**src/rtl/prog_clk_div.sv**
```systemverilog
`default_nettype none
// ============================================================================
//  Module   : prog_clk_div
//  Purpose  : Programmable clock divider. Emits a one-cycle tick once every D
//             enabled cycles. A new divisor is staged in a pending register and
//             takes effect only at a period boundary (or at once while idle).
//             Optional square-wave output, compiled in by defining the macro
//             PROG_CLK_DIV_SQUARE_EN; without it sq_out is tied to 0.
//  Revision : 1.0 - initial release
// ============================================================================
module prog_clk_div #(
   parameter int WIDTH       = 16,
   parameter int DEFAULT_DIV = 10000
) (
   input  logic             clk,
   input  logic             rst,
   input  logic             en,
   input  logic [WIDTH-1:0] div_val,
   input  logic             div_load,
   output logic             div_ack,
   output logic             pending,
   output logic             tick,
   output logic             sq_out
);

   localparam logic [WIDTH-1:0] c_default_div = WIDTH'(DEFAULT_DIV);
   localparam logic [WIDTH-1:0] c_one         = WIDTH'(1);

   logic [WIDTH-1:0] r_cnt;
   logic [WIDTH-1:0] r_div;
   logic [WIDTH-1:0] r_pend_val;
   logic             r_pending;
   logic             r_tick;
   logic             r_ack;

   logic [WIDTH-1:0] w_load_val;
   logic             w_wrap;

   // A zero divisor is meaningless, so it is promoted to 1 on capture.
   assign w_load_val = (div_val == '0) ? c_one : div_val;
   // Last cycle of the current period; only counts while enabled.
   assign w_wrap     = en && (r_cnt == (r_div - c_one));

   // Counter, active divisor and pending divisor bookkeeping.
   always_ff @(posedge clk) begin
      if (rst) begin
         r_cnt      <= '0;
         r_div      <= c_default_div;
         r_pend_val <= '0;
         r_pending  <= 1'b0;
      end else if (en) begin
         if (w_wrap) begin
            r_cnt <= '0;
            // A load landing on the boundary applies directly, overriding
            // anything already staged.
            if (div_load) begin
               r_div     <= w_load_val;
               r_pending <= 1'b0;
            end else if (r_pending) begin
               r_div     <= r_pend_val;
               r_pending <= 1'b0;
            end
         end else begin
            r_cnt <= r_cnt + c_one;
            if (div_load) begin
               r_pend_val <= w_load_val;
               r_pending  <= 1'b1;
            end
         end
      end else begin
         // While idle there is no period to protect: apply the staged
         // divisor immediately and restart the count.
         if (r_pending) begin
            r_div <= r_pend_val;
            r_cnt <= '0;
         end
         if (div_load) begin
            r_pend_val <= w_load_val;
         end
         r_pending <= div_load;
      end
   end

   // Registered tick at the start of each period and load acknowledge.
   always_ff @(posedge clk) begin
      if (rst) begin
         r_tick <= 1'b0;
         r_ack  <= 1'b0;
      end else begin
         r_tick <= en && (r_cnt == '0);
         r_ack  <= div_load;
      end
   end

   assign tick    = r_tick;
   assign div_ack = r_ack;
   assign pending = r_pending;

`ifdef PROG_CLK_DIV_SQUARE_EN
   logic [WIDTH:0] w_half;
   logic           r_sq;

   // High for the first ceil(D/2) counts; extra bit avoids overflow of D+1.
   assign w_half = ({1'b0, r_div} + (WIDTH+1)'(1)) >> 1;

   // Square wave, frozen while the counter is disabled.
   always_ff @(posedge clk) begin
      if (rst) begin
         r_sq <= 1'b0;
      end else if (en) begin
         r_sq <= ({1'b0, r_cnt} < w_half);
      end
   end

   assign sq_out = r_sq;
`else
   assign sq_out = 1'b0;
`endif

endmodule
`default_nettype wire

```
**config.mk**
```make
export PLATFORM = sky130hd
export DESIGN_NAME = prog_clk_div
export DESIGN_NICKNAME = d
export VERILOG_FILES = /design/src/rtl/prog_clk_div.sv
export SDC_FILE = /design/constraint.sdc
export NUM_CORES = 1
export LEC_CHECK = 0
export CAP_MARGIN = 15
export CORE_MARGIN = 2
export CORE_UTILIZATION = 38
export CTS_CLUSTER_DIAMETER = 60
export DETAILED_ROUTE_END_ITERATION = 10
export PLACE_DENSITY = 0.62
export SYNTH_ARGS = -nofsm -noshare
export SYNTH_HDL_FRONTEND = slang
export SYNTH_SLANG_ARGS = --single-unit
```
**constraint.sdc**
```tcl
create_clock -name clk -period 4.3 [get_ports clk]
set_clock_uncertainty 0.15 [all_clocks]
set_input_delay 0.86 -clock clk [delete_from_list [all_inputs] [get_ports clk]]
set_output_delay 0.86 -clock clk [all_outputs]
set_load 0.01 [all_outputs]
```
==> out/qor.csv <==
stage,metric,value,unit
die,start_util,0.389,
placement,hpwl,5.50,mm
yosys,synthTopCellsByArea,"dfxtp_1, nor2_1, mux2i_1",
clocking,cts_max_level,2,
timing,hold_violations,0,
critical_path,critical_path.startpoint_type,flip-flop,
yosys,synth-seq-area-share,0.321,
drt,antenna_left,0,
yosys,synth_area,3180,µm²
clocking,tritoncts,done,
global_route,grt_pass1_wl,12.4,mm
critical_path,cp_max_fo,21,
pwr,p_int,0.778,mW
clocking,clk_latency,320,ps
clocking,post-cts-setup-buffers,0,
critical_path,regToRegEndpoint,r_div[5]$_SDFFE_PP0P_,
clocking,clock-sinks,51,
cells_and_area,final_cells,499,
drt,wl,7.45,mm
clocking,cts_buffer_depth,2,
placement,gp_congestion,0.821,
die,num_rows,33,
yosys,synth-seq-cells,51,
die,die_height,95.5,µm
critical_path,crit_end,r_div[5]$_SDFFE_PP0P_,
drt,via_count,2713,
critical_path,reg2regPathDepth,10,
global_route,antenna_found_initial,0,
cells_and_area,nets,416,
yosys,synthCells,387,
yosys,yosysMostFrequentCell,nor2_1,
cells_and_area,diodes,0,
critical_path,timing.rr.start,r_div[0]$_SDFFE_PP0P_,
clocking,post_cts_resized,0,
yosys,synth_compound_area_frac,0.199,
cells_and_area,utilization,0.431,
pwr,netSwitchingPower,0.299,mW
yosys,synth_ff_type,dfxtp_1,
timing,finalSetupTns,0,ps
pwr,ir_worst_vdd,0.153,mV
yosys,yosysTopAreaCellShare,0.321,
timing,period_needed,3580,ps
yosys,synth_fa_ha_area_frac,0.0118,
global_route,grt_max_degree,34,
placement,dp_slack,767,ps
pwr,p_leak,1.37,nW
yosys,synthMuxAreaShare,0.0661,
clocking,cts_hold_buf,0,
yosys,syn_nets,410,
timing,final.setup.worst_slack,715,ps
drt,firstDrtPassIters,4,
drt,drc,0,
placement,buffer_ports.inserted,22,
critical_path,worstSetupStartpoint,r_div[0]$_SDFFE_PP0P_,
critical_path,cp.required,4360,ps
pwr,clockPowerShare,0.327,
pwr,switching_share,0.278,
yosys,yosysTopAreaCell,dfxtp_1,
clocking,cts_root_buffer,clkbuf_8,
critical_path,rrSetupSlack,720,ps
yosys,synth_common_cells,"nor2_1, dfxtp_1, inv_1",
drt,wl_per_cell,14.9,µm
yosys,ys_warn_count,0,
critical_path,cp-end-kind,flip-flop,
hold_path,hold_class,reg2reg,
timing,max-slew-margin-rel,0.386,
drt,via_per_inst,5.44,
pwr,seq_power_share,0.495,
cells_and_area,drive_gt1_frac,0.0660,
die,ioPinCount,24,
die,fp.coreArea,8180,µm²
yosys,synth_top_family_by_area,simple AND/OR/NAND/NOR gates,
yosys,netlist-cell-type-count,63,
timing,worstMarginPinSlew,921,ps
critical_path,critical_path_class,reg2reg,
global_route,overflow,0,
yosys,yosys.area_share.simple,0.241,
timing,holdWs,351,ps
timing,fin_crit_sh,0.834,
placement,placedCellCount,491,
die,die_w,95.5,µm
timing,rsz0062_at_grt,no,
clocking,clkTransAtPathRegs,100,ps
cells_and_area,areaGrowthSynthToFinish,10.8,%
timing,slew_viol_final,0,
pwr,combinationalPowerShare,0.177,
yosys,synth-async-reset-ratio,0,
timing,fmax,279,MHz
pwr,power-per-cell-area,306,nW/µm²
global_route,grtUsageTotal,0.175,
yosys,postSynthAreaPerCell,8.21,µm²
flow_run,cap_violations,0,
run_status,status,"complete, no violations",
yosys,synth_edf_count,0,
clocking,cts_buffers,5,
yosys,yosys.area_share.xor_xnor,0.0772,
timing,setup_viol,0,
global_route,grt_pass1_vias,2537,
critical_path,arrival,3640,ps
die,die_area,9110,µm²
drt,first_iter_violations,108,
## critical path: stages (launching register included)
cell     delay [ps]
dfxtp_1         380
inv_1           100
ha_1            240
or4b_1          540
or4_1           470
xnor2_1         190
o22ai_1         110
nand4_1          90
or2_1           710
a21oi_4         210
a22o_2          270
## layout make-up
class                      instances  area (µm²)
inverter                          24        90.1
timing repair buffer              28         265
clock buffer                       6        82.6
fill                             829        4650
sequential                        51        1020
multi-input combinational        283        1900
tap                              105         131
clock inverter                     2        35.0
## metrics by stage
stage	area, µm²	power (mW)
after floorplan	3180	0.674
after CTS	3520	1.08
final	3520	1.08
after detailed placement	3400	0.734
after global routing	3520	1.12
after global placement	3400	0.731
## flip-flops by register name, summed over array words and instances, names as in the netlist
register,count
div_ack,1
pending,1
r_cnt,16
r_div,16
r_pend_val,16
tick,1
## layer usage
metal | vias up | track usage | share of wire
li1 | 1382 | - | -
met1 | 1269 | 0.230 | 0.48
met2 | 57 | 0.295 | 0.48
met4 | 0 | 0.0500 | 0.010
met5 | - | 0 | 0
met3 | 5 | 0.0308 | 0.036
## cells in the final DEF, fill, tap and decap left out, drive strengths merged, types with 3 or more instances in the layout
cell | netlist | layout
nor2 | 68 | 68
dfxtp | 51 | 51
inv | 24 | 24
clkdlybuf4s50 | 0 | 22
mux2i | 21 | 21
xnor2 | 16 | 16
a21o | 16 | 16
nor3 | 13 | 13
xor2 | 12 | 12
nand3 | 12 | 12
o21ai | 12 | 12
a311oi | 11 | 11
nand2 | 10 | 10
nor4 | 10 | 10
a22o | 10 | 10
a21oi | 9 | 9
nand4 | 7 | 7
clkbuf | 17 | 6
buf | 12 | 6
nor3b | 5 | 5
nand3b | 5 | 5
or3 | 3 | 3
a31oi | 3 | 3
ha | 3 | 3
## worst min-delay path by stage
stage | startpoint | to | slack (ps) | cells after the start
after detailed placement | r_pend_val[11]$_SDFFE_PP0P_ | r_pend_val[11]$_SDFFE_PP0P_ | 330 | 2
after global placement | r_pend_val[12]$_SDFFE_PP0P_ | r_pend_val[12]$_SDFFE_PP0P_ | 320 | 2
after CTS | r_pend_val[11]$_SDFFE_PP0P_ | r_pend_val[11]$_SDFFE_PP0P_ | 360 | 2
after global routing | r_pend_val[7]$_SDFFE_PP0P_ | r_pend_val[7]$_SDFFE_PP0P_ | 400 | 2
final | r_pend_val[11]$_SDFFE_PP0P_ | r_pend_val[11]$_SDFFE_PP0P_ | 350 | 2
after floorplan | r_pend_val[11]$_SDFFE_PP0P_ | r_pend_val[11]$_SDFFE_PP0P_ | 310 | 2
## cell families after synthesis
group,after synthesis
compound gates,81
xor+xnor,28
fa+ha+maj,3
buf+inv,53
flops,51
mux,21
other cells,1
simple gates,149
## power groups by stage
stage | combinational, mW | clock (mW) | sequential (mW)
after global placement | 0.187 | 0 | 0.543
after CTS | 0.191 | 0.356 | 0.533
final | 0.191 | 0.352 | 0.533
after floorplan | 0.141 | 0 | 0.533
after global routing | 0.214 | 0.374 | 0.537
after detailed placement | 0.190 | 0 | 0.544
Note: power is estimated with default switching activity, not from simulation.
